--- config.mk ---
export PLATFORM = sky130hd
export DESIGN_NAME = pipelined_control_unit_flat
export DESIGN_NICKNAME = d
export VERILOG_FILES = /design/src/rtl/pipelined_control_unit_if.sv /design/src/rtl/pipelined_control_unit.sv /design/src/flat_wrapper.sv
export SDC_FILE = /design/constraint.sdc
export NUM_CORES = 1
export LEC_CHECK = 0
export CORE_UTILIZATION = 40
export CTS_CLUSTER_SIZE = 8
export DETAILED_ROUTE_END_ITERATION = 10
export HOLD_SLACK_MARGIN = 0.02
export PLACE_DENSITY = 0.82
export RECOVER_POWER = 100
export SLEW_MARGIN = 20
export SYNTH_ARGS = -nofsm -noshare
export SYNTH_HDL_FRONTEND = slang
export SYNTH_SLANG_ARGS = --single-unit
--- constraint.sdc ---
create_clock -name clk -period 1.8 [get_ports clk]
set_input_delay 0.54 -clock clk [delete_from_list [all_inputs] [get_ports clk]]
set_output_delay 0.54 -clock clk [all_outputs]
set_load 0.1 [all_outputs]
--- src/rtl/pipelined_control_unit_if.sv ---
// ID-stage request and pipelined control-bundle signals of the control unit.
// master drives the ID inputs (fetch/hazard side); slave is the control unit.
interface pipelined_control_unit_if #(
  parameter int unsigned OP_W  = 5,
  parameter int unsigned FN_W  = 5,
  parameter int unsigned CNT_W = 4
);
  logic            in_valid;
  logic [OP_W-1:0] Op;
  logic [FN_W-1:0] funct5;
  logic            stall;
  logic            flush;

  logic            ex_valid;
  logic            ex_RegWrite;
  logic            ex_ALUSrc;
  logic            ex_MemWrite;
  logic            ex_ResultSrc;
  logic            ex_Branch;
  logic            ex_Jump;
  logic            ex_Call;
  logic            ex_Ret;
  logic [1:0]      ex_ImmSrc;
  logic [FN_W-1:0] ex_ALUControl;

  logic            mem_valid;
  logic            mem_RegWrite;
  logic            mem_MemWrite;
  logic            mem_ResultSrc;

  logic            wb_valid;
  logic            wb_RegWrite;
  logic            wb_ResultSrc;

  logic             illegal_op;
  logic [CNT_W-1:0] ras_depth;
  logic             ras_full;
  logic             ras_empty;
  logic             ras_overflow;
  logic             ras_underflow;

  modport master (
    output in_valid, Op, funct5, stall, flush,
    input  ex_valid, ex_RegWrite, ex_ALUSrc, ex_MemWrite, ex_ResultSrc, ex_Branch, ex_Jump,
           ex_Call, ex_Ret, ex_ImmSrc, ex_ALUControl,
           mem_valid, mem_RegWrite, mem_MemWrite, mem_ResultSrc,
           wb_valid, wb_RegWrite, wb_ResultSrc,
           illegal_op, ras_depth, ras_full, ras_empty, ras_overflow, ras_underflow
  );

  modport slave (
    input  in_valid, Op, funct5, stall, flush,
    output ex_valid, ex_RegWrite, ex_ALUSrc, ex_MemWrite, ex_ResultSrc, ex_Branch, ex_Jump,
           ex_Call, ex_Ret, ex_ImmSrc, ex_ALUControl,
           mem_valid, mem_RegWrite, mem_MemWrite, mem_ResultSrc,
           wb_valid, wb_RegWrite, wb_ResultSrc,
           illegal_op, ras_depth, ras_full, ras_empty, ras_overflow, ras_underflow
  );
endinterface

--- src/rtl/pipelined_control_unit.sv ---
// Pipelined control decoder: decodes in ID, carries the control bundle through
// ID/EX, EX/MEM and MEM/WB, and tracks call/return depth against the return stack.
module pipelined_control_unit #(
  parameter int unsigned OP_W      = 5,
  parameter int unsigned FN_W      = 5,
  parameter int unsigned RAS_DEPTH = 8,
  parameter int unsigned CNT_W     = $clog2(RAS_DEPTH + 1)
) (
  input logic                    clk,
  input logic                    rst,
  pipelined_control_unit_if.slave bus
);

  typedef struct packed {
    logic            valid;
    logic            reg_write;
    logic            alu_src;
    logic            mem_write;
    logic            result_src;
    logic            branch;
    logic            jump;
    logic            call;
    logic            ret;
    logic [1:0]      imm_src;
    logic [FN_W-1:0] alu_ctrl;
  } ctrl_t;

  localparam logic [CNT_W-1:0] DepthMax = CNT_W'(RAS_DEPTH);

  ctrl_t            dec;
  logic             legal;
  logic [1:0]       alu_op;
  logic             issue;

  ctrl_t            ex_q, ex_d;
  logic             mem_valid_q, mem_reg_write_q, mem_mem_write_q, mem_result_src_q;
  logic             wb_valid_q, wb_reg_write_q, wb_result_src_q;
  logic             illegal_q, illegal_d;
  logic [CNT_W-1:0] depth_q, depth_d;
  logic             ovf_q, ovf_d;
  logic             udf_q, udf_d;

  always_comb begin
    dec    = '0;
    legal  = 1'b1;
    alu_op = 2'b00;
    case (bus.Op)
      OP_W'(0): begin dec.reg_write = 1'b1; alu_op = 2'b10; end
      OP_W'(1): begin dec.reg_write = 1'b1; dec.alu_src = 1'b1; alu_op = 2'b10; end
      OP_W'(2): begin dec.reg_write = 1'b1; dec.alu_src = 1'b1; dec.result_src = 1'b1; end
      OP_W'(3): begin dec.alu_src = 1'b1; dec.mem_write = 1'b1; dec.imm_src = 2'b01; end
      OP_W'(4): begin dec.branch = 1'b1; dec.imm_src = 2'b10; alu_op = 2'b01; end
      OP_W'(5): begin dec.jump = 1'b1; dec.imm_src = 2'b11; end
      OP_W'(6): begin
        dec.reg_write = 1'b1;
        dec.jump      = 1'b1;
        dec.call      = 1'b1;
        dec.imm_src   = 2'b11;
      end
      OP_W'(7): begin dec.jump = 1'b1; dec.ret = 1'b1; end
      default:  legal = 1'b0;
    endcase
    case (alu_op)
      2'b01:   dec.alu_ctrl = FN_W'(1);
      2'b10:   dec.alu_ctrl = bus.funct5;
      default: dec.alu_ctrl = '0;
    endcase
    dec.valid = legal;
  end

  // flush and stall both turn the slot into a bubble; illegal ops never issue
  assign issue = bus.in_valid & ~bus.stall & ~bus.flush & legal;

  always_comb begin
    ex_d      = issue ? dec : '0;
    illegal_d = illegal_q | (bus.in_valid & ~bus.stall & ~bus.flush & ~legal);
    depth_d   = depth_q;
    ovf_d     = ovf_q;
    udf_d     = udf_q;
    if (issue && dec.call) begin
      if (depth_q == DepthMax) ovf_d = 1'b1;
      else                     depth_d = depth_q + 1'b1;
    end
    if (issue && dec.ret) begin
      if (depth_q == '0) udf_d = 1'b1;
      else               depth_d = depth_q - 1'b1;
    end
  end

  always_ff @(posedge clk) begin
    if (rst) begin
      ex_q             <= '0;
      mem_valid_q      <= 1'b0;
      mem_reg_write_q  <= 1'b0;
      mem_mem_write_q  <= 1'b0;
      mem_result_src_q <= 1'b0;
      wb_valid_q       <= 1'b0;
      wb_reg_write_q   <= 1'b0;
      wb_result_src_q  <= 1'b0;
      illegal_q        <= 1'b0;
      depth_q          <= '0;
      ovf_q            <= 1'b0;
      udf_q            <= 1'b0;
    end else begin
      ex_q             <= ex_d;
      mem_valid_q      <= ex_q.valid;
      mem_reg_write_q  <= ex_q.reg_write;
      mem_mem_write_q  <= ex_q.mem_write;
      mem_result_src_q <= ex_q.result_src;
      wb_valid_q       <= mem_valid_q;
      wb_reg_write_q   <= mem_reg_write_q;
      wb_result_src_q  <= mem_result_src_q;
      illegal_q        <= illegal_d;
      depth_q          <= depth_d;
      ovf_q            <= ovf_d;
      udf_q            <= udf_d;
    end
  end

  assign bus.ex_valid      = ex_q.valid;
  assign bus.ex_RegWrite   = ex_q.reg_write;
  assign bus.ex_ALUSrc     = ex_q.alu_src;
  assign bus.ex_MemWrite   = ex_q.mem_write;
  assign bus.ex_ResultSrc  = ex_q.result_src;
  assign bus.ex_Branch     = ex_q.branch;
  assign bus.ex_Jump       = ex_q.jump;
  assign bus.ex_Call       = ex_q.call;
  assign bus.ex_Ret        = ex_q.ret;
  assign bus.ex_ImmSrc     = ex_q.imm_src;
  assign bus.ex_ALUControl = ex_q.alu_ctrl;

  assign bus.mem_valid     = mem_valid_q;
  assign bus.mem_RegWrite  = mem_reg_write_q;
  assign bus.mem_MemWrite  = mem_mem_write_q;
  assign bus.mem_ResultSrc = mem_result_src_q;

  assign bus.wb_valid      = wb_valid_q;
  assign bus.wb_RegWrite   = wb_reg_write_q;
  assign bus.wb_ResultSrc  = wb_result_src_q;

  assign bus.illegal_op    = illegal_q;
  assign bus.ras_depth     = depth_q;
  assign bus.ras_full      = (depth_q == DepthMax);
  assign bus.ras_empty     = (depth_q == '0);
  assign bus.ras_overflow  = ovf_q;
  assign bus.ras_underflow = udf_q;

endmodule

--- src/flat_wrapper.sv ---
// flat-port wrapper written by rule: the top's interface ports become plain ports
module pipelined_control_unit_flat 
#(
  parameter int unsigned OP_W      = 5,
  parameter int unsigned FN_W      = 5,
  parameter int unsigned RAS_DEPTH = 8,
  parameter int unsigned CNT_W     = $clog2(RAS_DEPTH + 1)
)
  (clk, rst, bus_in_valid, bus_Op, bus_funct5, bus_stall, bus_flush, bus_ex_valid, bus_ex_RegWrite, bus_ex_ALUSrc, bus_ex_MemWrite, bus_ex_ResultSrc, bus_ex_Branch, bus_ex_Jump, bus_ex_Call, bus_ex_Ret, bus_ex_ImmSrc, bus_ex_ALUControl, bus_mem_valid, bus_mem_RegWrite, bus_mem_MemWrite, bus_mem_ResultSrc, bus_wb_valid, bus_wb_RegWrite, bus_wb_ResultSrc, bus_illegal_op, bus_ras_depth, bus_ras_full, bus_ras_empty, bus_ras_overflow, bus_ras_underflow);
  pipelined_control_unit_if #(.OP_W(OP_W), .FN_W(FN_W), .CNT_W(CNT_W)) bus_i ();
  input logic clk;
  input logic rst;
  input wire logic [$bits(bus_i.in_valid)-1:0] bus_in_valid;
  input wire logic [$bits(bus_i.Op)-1:0] bus_Op;
  input wire logic [$bits(bus_i.funct5)-1:0] bus_funct5;
  input wire logic [$bits(bus_i.stall)-1:0] bus_stall;
  input wire logic [$bits(bus_i.flush)-1:0] bus_flush;
  output wire logic [$bits(bus_i.ex_valid)-1:0] bus_ex_valid;
  output wire logic [$bits(bus_i.ex_RegWrite)-1:0] bus_ex_RegWrite;
  output wire logic [$bits(bus_i.ex_ALUSrc)-1:0] bus_ex_ALUSrc;
  output wire logic [$bits(bus_i.ex_MemWrite)-1:0] bus_ex_MemWrite;
  output wire logic [$bits(bus_i.ex_ResultSrc)-1:0] bus_ex_ResultSrc;
  output wire logic [$bits(bus_i.ex_Branch)-1:0] bus_ex_Branch;
  output wire logic [$bits(bus_i.ex_Jump)-1:0] bus_ex_Jump;
  output wire logic [$bits(bus_i.ex_Call)-1:0] bus_ex_Call;
  output wire logic [$bits(bus_i.ex_Ret)-1:0] bus_ex_Ret;
  output wire logic [$bits(bus_i.ex_ImmSrc)-1:0] bus_ex_ImmSrc;
  output wire logic [$bits(bus_i.ex_ALUControl)-1:0] bus_ex_ALUControl;
  output wire logic [$bits(bus_i.mem_valid)-1:0] bus_mem_valid;
  output wire logic [$bits(bus_i.mem_RegWrite)-1:0] bus_mem_RegWrite;
  output wire logic [$bits(bus_i.mem_MemWrite)-1:0] bus_mem_MemWrite;
  output wire logic [$bits(bus_i.mem_ResultSrc)-1:0] bus_mem_ResultSrc;
  output wire logic [$bits(bus_i.wb_valid)-1:0] bus_wb_valid;
  output wire logic [$bits(bus_i.wb_RegWrite)-1:0] bus_wb_RegWrite;
  output wire logic [$bits(bus_i.wb_ResultSrc)-1:0] bus_wb_ResultSrc;
  output wire logic [$bits(bus_i.illegal_op)-1:0] bus_illegal_op;
  output wire logic [$bits(bus_i.ras_depth)-1:0] bus_ras_depth;
  output wire logic [$bits(bus_i.ras_full)-1:0] bus_ras_full;
  output wire logic [$bits(bus_i.ras_empty)-1:0] bus_ras_empty;
  output wire logic [$bits(bus_i.ras_overflow)-1:0] bus_ras_overflow;
  output wire logic [$bits(bus_i.ras_underflow)-1:0] bus_ras_underflow;
  assign bus_i.in_valid = bus_in_valid;
  assign bus_i.Op = bus_Op;
  assign bus_i.funct5 = bus_funct5;
  assign bus_i.stall = bus_stall;
  assign bus_i.flush = bus_flush;
  assign bus_ex_valid = bus_i.ex_valid;
  assign bus_ex_RegWrite = bus_i.ex_RegWrite;
  assign bus_ex_ALUSrc = bus_i.ex_ALUSrc;
  assign bus_ex_MemWrite = bus_i.ex_MemWrite;
  assign bus_ex_ResultSrc = bus_i.ex_ResultSrc;
  assign bus_ex_Branch = bus_i.ex_Branch;
  assign bus_ex_Jump = bus_i.ex_Jump;
  assign bus_ex_Call = bus_i.ex_Call;
  assign bus_ex_Ret = bus_i.ex_Ret;
  assign bus_ex_ImmSrc = bus_i.ex_ImmSrc;
  assign bus_ex_ALUControl = bus_i.ex_ALUControl;
  assign bus_mem_valid = bus_i.mem_valid;
  assign bus_mem_RegWrite = bus_i.mem_RegWrite;
  assign bus_mem_MemWrite = bus_i.mem_MemWrite;
  assign bus_mem_ResultSrc = bus_i.mem_ResultSrc;
  assign bus_wb_valid = bus_i.wb_valid;
  assign bus_wb_RegWrite = bus_i.wb_RegWrite;
  assign bus_wb_ResultSrc = bus_i.wb_ResultSrc;
  assign bus_illegal_op = bus_i.illegal_op;
  assign bus_ras_depth = bus_i.ras_depth;
  assign bus_ras_full = bus_i.ras_full;
  assign bus_ras_empty = bus_i.ras_empty;
  assign bus_ras_overflow = bus_i.ras_overflow;
  assign bus_ras_underflow = bus_i.ras_underflow;
  pipelined_control_unit #(.OP_W(OP_W), .FN_W(FN_W), .RAS_DEPTH(RAS_DEPTH), .CNT_W(CNT_W)) u_core (.clk(clk), .rst(rst), .bus(bus_i));
endmodule
==> impl_metrics.json, run 1 <==
{
  "routedWlPerCell_microns": 15.3,
  "endpoint_kind": "output port",
  "layout_setup_ws_ns": -0.120,
  "place_congestion": 0.847,
  "syn-num-nets": 141,
  "period_share": 1.07,
  "syn_area_per_cell_sq_um": 9.71,
  "layout_common_cells": "dfxtp_1 (26), buf_4 (20), buf_2 (18), clkdlybuf4s50_1 (10), nor2_1 (9)",
  "p_leak_uw": 0.000855,
  "cts_tree": "yes",
  "synthToLayoutAreaGrowth_pct": 52.2,
  "ant_nets": 0,
  "max_stage_delay_ns": 0.36,
  "vias_per_cell": 5.27,
  "min_path_type": "flop to flop",
  "drc_errors": 0,
  "start_kind": "flop",
  "power.density_nw_per_um2": 668,
  "syn-cell-area_sq_um": 1180,
  "synth_compound_area_frac": 0.0824,
  "diodes": 0,
  "drive_gt1_frac": 0.386,
  "peakVddDrop_mv": 0.614,
  "hold_viol": 0,
  "die_w_microns": 56.4,
  "synth_seq_cells": 30,
  "violations": "negative setup slack",
  "cts-root-buf": "clkbuf_4",
  "placed_cell_area_sq_um": 2110,
  "drtIter0Drc": 33,
  "floorplan.core_area_sq_um": 2780,
  "hold_ws_ns": 0.465,
  "io_buffers": 46,
  "outcome": "finished with violations",
  "tightestPinTransition_ns": 0.880,
  "synth_warnings": 0,
  "worstSkewPairLatency_ns": 0.33,
  "synth_cells": 122,
  "synth_xor_xnor_area_share": 0.0222,
  "report.final.slew_viol_count": 0,
  "max_freq_mhz": 521,
  "clk_pin_slew_ns": 0.09,
  "crit_arrival_ns": 1.38,
  "synth-simple-area-share": 0.283,
  "synthMuxAreaShare": 0.00845,
  "rows": 19,
  "r2r_slack_ns": 0.22,
  "crit_type": "flop to output port",
  "grt_pass1_vias": 1160,
  "worstPathRequired_ns": 1.26,
  "drt_pass1_iterations": 5,
  "relSlewSlack": 0.413,
  "setup_tns_ns": -0.311,
  "antenna_found_initial": 0,
  "hpwlAfterDp_mm": 2.40,
  "final_common_cell": "dfxtp_1",
  "clockBufferDepth": 2,
  "grt_pass1_wl_mm": 5.31,
  "synth.distinct_cells": 40,
  "grt_overflow": 0,
  "fillers": 217,
  "finalNetCount": 207,
  "synth_top_family_by_area": "simple AND/OR/NAND/NOR gates",
  "grt_usage": 0.223,
  "fin_worst_skew_ns": 0.00905,
  "crit_chain": "inv_2 > ha_4 > nor3b_4 > buf_12",
  "vias": 1160,
  "fin_area_sq_um": 1800,
  "cp_max_fo": 3,
  "rsz0062_at_grt": "yes",
  "dieHeight_microns": 56.4,
  "ys_seq_area_frac": 0.507,
  "finalCriticalPeriod_ns": 1.92,
  "pin_count": 47,
  "grt_max_degree": 20,
  "place_ws_ns": -0.299,
  "setup_violations": 10,
  "start_util": 0.426,
  "cts_num_sinks": 30,
  "dieArea_sq_um": 3180,
  "cts-buffers-inserted": 5,
  "routed_wl_mm": 3.37,
  "maxCapViolCount": 0,
  "cp_slowest_cell": "dfxtp_4",
  "synth_fa_ha_area_frac": 0.0422,
  "h-tree-depth": 2
}
## what timing repair did
item,CTS,global route
resized for setup,0,3
endpoints found under the setup margin,2,5
gates cloned,0,0
buffers inserted,5,1
pin swaps,2,3
hold buffers,0,0
## power breakdown
group | leakage (uW) | total (uW) | internal, uW | switching [uW]
clock network | 0.0000353 | 416 | 189 | 227
registers | 0.000245 | 663 | 661 | 1.50
logic | 0.000575 | 125 | 56.3 | 68.6
## worst paths after layout
kind                                      start                                  to  cells after the start
max          u_core.bus.ras_depth[1]$_SDFF_PP0_                       bus_ras_empty                      4
min             u_core.bus.mem_valid$_SDFF_PP0_      u_core.bus.wb_valid$_SDFF_PP0_                      1
max reg2reg  u_core.bus.ras_depth[1]$_SDFF_PP0_  u_core.bus.ras_depth[0]$_SDFF_PP0_                      7
min reg2reg     u_core.bus.mem_valid$_SDFF_PP0_      u_core.bus.wb_valid$_SDFF_PP0_                      1
## Yosys cell counts
master	number	area [sq um]
o311ai_0	1	8.76
nand2b_1	3	18.8
nor3_1	7	35.0
a221oi_1	1	8.76
nand3b_1	1	7.51
and3_1	4	25.0
a211oi_1	1	7.51
buf_6	1	11.3
mux2i_1	1	10.0
or3b_2	2	17.5
and4b_1	1	10.0
clkbuf_1	2	7.51
xor2_1	1	8.76
nor3b_4	1	18.8
nor3_2	1	10.0
xnor2_1	2	17.5
a31oi_1	1	6.26
a2bb2oi_1	1	8.76
nor3b_1	2	15.0
nand2_1	7	26.3
nor2_4	1	11.3
or4_1	1	7.51
o21ai_0	1	5.00
nor4_1	1	6.26
nand3_2	1	10.0
nor2_1	10	37.5
ha_1	4	50.1
and4bb_2	1	12.5
inv_1	8	30.0
dfxtp_1	30	601
buf_4	1	7.51
o32ai_1	1	8.76
or3_1	1	6.26
a41oi_1	1	8.76
nand3_1	2	10.0
a21oi_1	7	35.0
buf_2	1	5.00
or2_2	1	6.26
buf_1	1	3.75
nor2b_1	7	43.8
## cell type report
type,instances,area (sq um),share of cell area
sequential,30,613,0.340
inverter,8,32.5,0.0180
multi-input combinational,78,544,0.302
timing repair buffer,65,514,0.285
clock inverter,1,5.00,0.00278
clock buffer,7,55.1,0.0305
tap,31,38.8,0.0215
## sequential cells by signal, summed over array words and instances, names as in the netlist
register / flops
u_core.bus.ex_RegWrite: 1
u_core.bus.ex_Branch: 1
u_core.bus.ex_Ret: 1
u_core.bus.wb_RegWrite: 1
u_core.bus.illegal_op: 1
u_core.bus.ras_depth: 4
u_core.bus.ras_overflow: 1
u_core.bus.ex_ALUSrc: 1
u_core.bus.ex_Call: 1
u_core.bus.mem_RegWrite: 1
u_core.bus.wb_valid: 1
u_core.bus.ras_underflow: 1
u_core.bus.ex_ResultSrc: 1
u_core.bus.mem_ResultSrc: 1
u_core.bus.ex_ImmSrc: 2
u_core.bus.mem_valid: 1
u_core.bus.ex_ALUControl: 5
u_core.bus.ex_valid: 1
u_core.bus.mem_MemWrite: 1
u_core.bus.ex_Jump: 1
u_core.bus.ex_MemWrite: 1
u_core.bus.wb_ResultSrc: 1
## per-stage QoR
stage	total power [uW]	std cells	utilization
final	1200	220	0.648
after global routing	1260	220	0.648
after CTS	1220	219	0.795
after detailed placement	814	206	0.760
after global placement	809	206	0.760
after floorplan	743	122	-
## metal layers
metal	vias to the layer above	global-route usage	wire [microns]
met5	-	0	0
met4	0	0.0732	60
met3	8	0.0737	223
met2	65	0.387	1720
met1	536	0.256	1360
li1	551	-	-
## kinds of logic (layout without fill, tap and decap cells)
logic type / Yosys count / count (layout)
compound gates: 15 / 15
fa+ha+maj: 4 / 4
buf+inv: 14 / 81
flops: 30 / 30
simple gates: 55 / 55
mux: 1 / 1
xor+xnor: 3 / 3
## worst max-delay path, delay by kind of cell, from the launching register on
kind | cells | cell delay (ns)
fa+ha+maj | 1 | 0.14
flops | 1 | 0.36
simple gates | 1 | 0.28
buf+inv | 2 | 0.27
Power figures use the tool's default switching activity.
==> run 2, diff against run 1 <==
--- a/config.mk
+++ b/config.mk
@@ -6,9 +6,9 @@
 export NUM_CORES = 1
 export LEC_CHECK = 0
-export CORE_UTILIZATION = 40
+export CORE_UTILIZATION = 42
 export CTS_CLUSTER_SIZE = 8
 export DETAILED_ROUTE_END_ITERATION = 10
 export HOLD_SLACK_MARGIN = 0.02
-export PLACE_DENSITY = 0.82
+export PLACE_DENSITY = 0.85
 export RECOVER_POWER = 100
 export SLEW_MARGIN = 20
@@ -16,2 +16,3 @@
 export SYNTH_HDL_FRONTEND = slang
 export SYNTH_SLANG_ARGS = --single-unit
+export TNS_END_PERCENT = 20
==> constraint.sdc (replaced) <==
create_clock -name clk -period 1.8 [get_ports clk]
set_input_delay 0.36 -clock clk [delete_from_list [all_inputs] [get_ports clk]]
set_output_delay 0.36 -clock clk [all_outputs]
set_load 0.1 [all_outputs]
==> run 2 against run 1 <==
The flow now finishes without violations. Setup slack improved by 0.13 ns. Non-clock buffer count decreased by 6. Design area decreased by 0.35%. Combinational power increased by 4%. Utilization increased by 5.2 points. First-iteration DRC count increased by 15%. Largest power group unchanged. Highest routed layer unchanged.
==> impl_metrics.json, run 2 (synthesis gave the netlist of run 1 again) <==
{
  "period_share": 0.993,
  "drt_pass1_iterations": 5,
  "r2r_slack_ns": 0.18,
  "rsz0062_at_grt": "yes",
  "synthToLayoutAreaGrowth_pct": 51.6,
  "layout.cells.non_filler": 213,
  "fillers": 200,
  "drtIter0Drc": 38,
  "finalCriticalPeriod_ns": 1.79,
  "tightestPinTransition_ns": 0.863,
  "outcome": "finished clean",
  "grt_overflow": 0,
  "seqCellArea_sq_um": 611,
  "dieHeight_microns": 55.1,
  "drc_errors": 0,
  "reg2reg_from": "u_core.bus.ras_depth[1]$_SDFF_PP0_",
  "setup_violations": 0,
  "endpoint_kind": "output port",
  "relSlewSlack": 0.425,
  "power.density_nw_per_um2": 718,
  "hold_viol": 0,
  "start_kind": "flop",
  "clockBufferDepth": 2,
  "cts_num_sinks": 30,
  "fin_area_sq_um": 1800,
  "floorplan.core_area_sq_um": 2570,
  "place_congestion": 0.769,
  "crit_arrival_ns": 1.43,
  "ant_nets": 0,
  "setup_tns_ns": 0,
  "start_util": 0.462,
  "antenna_found_initial": 0,
  "dieArea_sq_um": 3040,
  "h-tree-depth": 2,
  "crit_type": "flop to output port",
  "grt_pass1_wl_mm": 5.91,
  "vias_per_cell": 5.64,
  "report.final.slew_viol_count": 0,
  "maxCapViolCount": 0,
  "max_freq_mhz": 559,
  "peakVddDrop_mv": 0.652,
  "placed_cell_area_sq_um": 2100,
  "min_path_type": "flop to flop",
  "hp-start": "u_core.bus.ex_ResultSrc$_SDFF_PP0_",
  "cts-root-buf": "clkbuf_4",
  "grt_usage": 0.300,
  "cts-buffers-inserted": 5,
  "grt_max_degree": 20,
  "pin_count": 47,
  "layout_common_cells": "clkbuf_2 (26), dfxtp_1 (26), clkdlybuf4s50_1 (13), buf_4 (12), nor2_1 (9)",
  "multi_input_area_sq_um": 551,
  "worstSkewPairLatency_ns": 0.33,
  "hpwlAfterDp_mm": 2.71,
  "layout_setup_ws_ns": 0.0117,
  "diodes": 0,
  "drive_gt1_frac": 0.377,
  "p_leak_uw": 0.000800,
  "io_buffers": 46,
  "fin_worst_skew_ns": 0.00659,
  "die_w_microns": 55.1,
  "clk_pin_slew_ns": 0.09,
  "routedWlPerCell_microns": 18.2,
  "cts_tree": "yes",
  "place_ws_ns": -0.140,
  "vias": 1201,
  "grt_pass1_vias": 1223,
  "cp_max_fo": 6,
  "routed_wl_mm": 3.88,
  "hold_ws_ns": 0.472,
  "largest_reg_flops": 5,
  "rows": 18,
  "worstSetupStartpoint": "u_core.bus.ras_depth[1]$_SDFF_PP0_",
  "finalNetCount": 201,
  "place_inst": 204,
  "worstPathRequired_ns": 1.44
}
==> run 2: changes by cell type in the layout (fill, tap and decap cells not counted), moves of 2 or more <==
cell,delta
clkbuf_2,+19
buf_2,-18
buf_4,-8
clkdlybuf4s50_1,+3
dlymetal6s2s_1,-3
buf_12,+2
clkbuf_8,+2
==> run 2: per-stage QoR <==
| step | util | power (uW) |
|---|---|---|
| after floorplan | - | 744 |
| after global placement | 0.819 | 810 |
| after detailed placement | 0.819 | 816 |
| after CTS | 0.852 | 1300 |
| after global routing | 0.700 | 1330 |
| final | 0.700 | 1290 |
==> run 2: cell type report <==
| class | count | share of cell area |
|---|---|---|
| clock buffers | 8 | 0.0439 |
| inverters | 8 | 0.0195 |
| well taps | 30 | 0.0209 |
| multi-input cells | 78 | 0.306 |
| flip-flops and latches | 30 | 0.340 |
| repair buffers | 59 | 0.269 |
==> run 2: what timing repair did <==
item | CTS | global route
pin swaps | 0 | 1
buffers inserted | 1 | 0
endpoints found under the setup margin | 1 | 2
gates resized for setup | 0 | 1
cloned | 0 | 0
hold buffers | 0 | 0
==> run 2: path summary, 6_finish.rpt <==
check,cells past startpoint,end
max,4,bus_ras_empty
min,1,u_core.bus.mem_ResultSrc$_SDFF_PP0_
max reg2reg,5,u_core.bus.ras_overflow$_SDFFE_PP0P_
min reg2reg,1,u_core.bus.mem_ResultSrc$_SDFF_PP0_
==> run 2: layer usage <==
layer	up-vias	share of wire	wire, microns	GRT usage
met4	0	0.060	233	0.254
met5	-	0	0	0
li1	537	-	-	-
met2	76	0.48	1870	0.472
met3	25	0.081	313	0.0984
met1	563	0.38	1470	0.323
==> run 2: critical path, stage by stage, from the launching register on <==
cell and delay [ns]:
dfxtp_4 0.39, inv_4 0.07, ha_4 0.15, nor3b_4 0.27, buf_12 0.21
==> run 2: power breakdown <==
part	internal (uW)	switching (uW)	total [uW]
clock network	267	230	497
registers	663	1.71	665
logic	57.5	72.1	130
total	987	304	1290
==> run 3, diff against run 2 <==
Settings changed: CORE_UTILIZATION 42 to 39, PLACE_DENSITY 0.85 to 0.8.
==> run 3 against run 2 <==
Critical path depth stayed put. Setup slack better by 0.021 ns. The run now ends with design-rule violations left. Sequential cell count stayed put. Sequential power hardly changed. Global-route usage is 8.9 points lower. Clock power hardly changed. Largest cell class unchanged. Critical endpoint unchanged. Register-to-register slack better by 0.18 ns. Count of clock-buffer cells in the layout stayed put. Utilization is 6.7 points lower. Sequential share of layout area is 0.12 points higher.
==> impl_metrics.json, run 3 (synthesis gave the netlist of run 1 again) <==
{
  "dieArea_sq_um": 3260,
  "hold_viol": 0,
  "p_sw_uw": 299,
  "rsz0062_at_grt": "yes",
  "violations": "design-rule violations",
  "routed_wl_mm": 3.24,
  "crit_family": "flip-flops",
  "routedWlPerCell_microns": 15.1,
  "floorplan.core_area_sq_um": 2830,
  "cts_num_sinks": 30,
  "placed_cell_area_sq_um": 2100,
  "grt_overflow": 0,
  "crit_chain": "inv_2 > ha_4 > nor3b_4 > buf_12",
  "cts-root-buf": "clkbuf_4",
  "dieHeight_microns": 57.1,
  "outcome": "finished with violations",
  "tightestPinTransition_ns": 0.795,
  "final_common_cell": "clkbuf_2",
  "layout_common_cells": "clkbuf_2 (27), dfxtp_1 (26), clkdlybuf4s50_1 (13), buf_4 (13), nor2_1 (9)",
  "ant_nets": 0,
  "power_frac_comb": 0.097,
  "hpwlAfterDp_mm": 2.52,
  "clockBufferDepth": 2,
  "p_seq_frac": 0.517,
  "cp_max_fo": 6,
  "max_stage_delay_ns": 0.39,
  "drive_gt1_frac": 0.386,
  "diodes": 0,
  "setup_tns_ns": 0,
  "relSlewSlack": 0.470,
  "maxCapViolCount": 0,
  "clockPowerShare": 0.386,
  "die_w_microns": 57.1,
  "rows": 19,
  "grt_max_degree": 20,
  "cts-buffers-inserted": 5,
  "vias_per_cell": 5.22,
  "period_share": 0.982,
  "fin_worst_skew_ns": 0.00620,
  "max_freq_mhz": 566,
  "p_leak_uw": 0.000800,
  "crit_arrival_ns": 1.41,
  "sw_frac_of_total": 0.233,
  "grt_pass1_wl_mm": 5.05,
  "p_int_uw": 986,
  "fillers": 224,
  "worstPathRequired_ns": 1.44,
  "setup_violations": 0,
  "place_congestion": 0.786,
  "cp.buffers_inverters": 2,
  "finalCriticalPeriod_ns": 1.77,
  "start_util": 0.419,
  "fin_area_sq_um": 1790,
  "h-tree-depth": 2,
  "power.density_nw_per_um2": 718,
  "crit_type": "flop to output port",
  "drt_pass1_iterations": 7,
  "worstSkewPairLatency_ns": 0.34,
  "r2r_slack_ns": 0.36,
  "io_buffers": 46,
  "drtIter0Drc": 39,
  "drc_errors": 8,
  "clk_pin_slew_ns": 0.09,
  "place_inst": 205,
  "cts_tree": "yes",
  "layout.cells.non_filler": 215,
  "endpoint_kind": "output port",
  "finalNetCount": 202,
  "p_total_uw": 1280,
  "synthToLayoutAreaGrowth_pct": 51.1,
  "pin_count": 47,
  "grt_pass1_vias": 1110,
  "largest_reg_flops": 5,
  "start_kind": "flop",
  "peakVddDrop_mv": 0.396,
  "report.final.slew_viol_count": 0,
  "grt_usage": 0.211,
  "cp_slowest_cell": "dfxtp_4",
  "min_path_type": "flop to flop",
  "vias": 1123,
  "antenna_found_initial": 0
}
run 3: path summary, 6_finish.rpt:
kind / end / cells past startpoint / start
worst max-delay path: bus_ras_empty / 4 / u_core.bus.ras_depth[1]$_SDFF_PP0_
worst min-delay path: u_core.bus.mem_RegWrite$_SDFF_PP0_ / 1 / u_core.bus.ex_RegWrite$_SDFF_PP0_
worst max register to register: u_core.bus.ras_overflow$_SDFFE_PP0P_ / 5 / u_core.bus.ras_depth[1]$_SDFF_PP0_
worst min register to register: u_core.bus.mem_RegWrite$_SDFF_PP0_ / 1 / u_core.bus.ex_RegWrite$_SDFF_PP0_
run 3: repair_timing:
item | CTS | global route
resized for setup | 0 | 1
buffers inserted | 1 | 1
pin swaps | 0 | 2
hold buffers | 0 | 0
endpoints found under the setup margin | 1 | 2
run 3: power by group through the flow:
stage	Sequential, uW	Combinational [uW]	Clock, uW
after CTS	666	134	504
final	664	125	496
after detailed placement	682	133	0
after floorplan	699	44.6	0
after global placement	681	128	0
after global routing	665	132	538
run 3: stage by stage:
step                hold slack (ns)  utilization  setup WS (ns)
floorplan                     0.513            -         -0.207
global placement              0.491        0.743        -0.0455
detailed placement            0.497        0.743         -0.144
CTS                           0.513        0.774         0.0283
global route                  0.486        0.633        -0.0346
finish                        0.470        0.633         0.0325
run 3: area by class of cell:
cell class	instances	area, sq um	share of cell area
multi-input combinational	78	553	0.309
sequential	30	611	0.341
clock buffer	8	78.8	0.0440
timing repair buffer	60	477	0.266
tap	31	38.8	0.0217
inverter	8	32.5	0.0182
run 3: layer usage:
layer	track usage	vias to the layer above	routed length, microns
met4	0.105	0	92
met5	0	-	0
li1	-	539	-
met1	0.227	532	1280
met2	0.371	42	1670
met3	0.0703	10	200
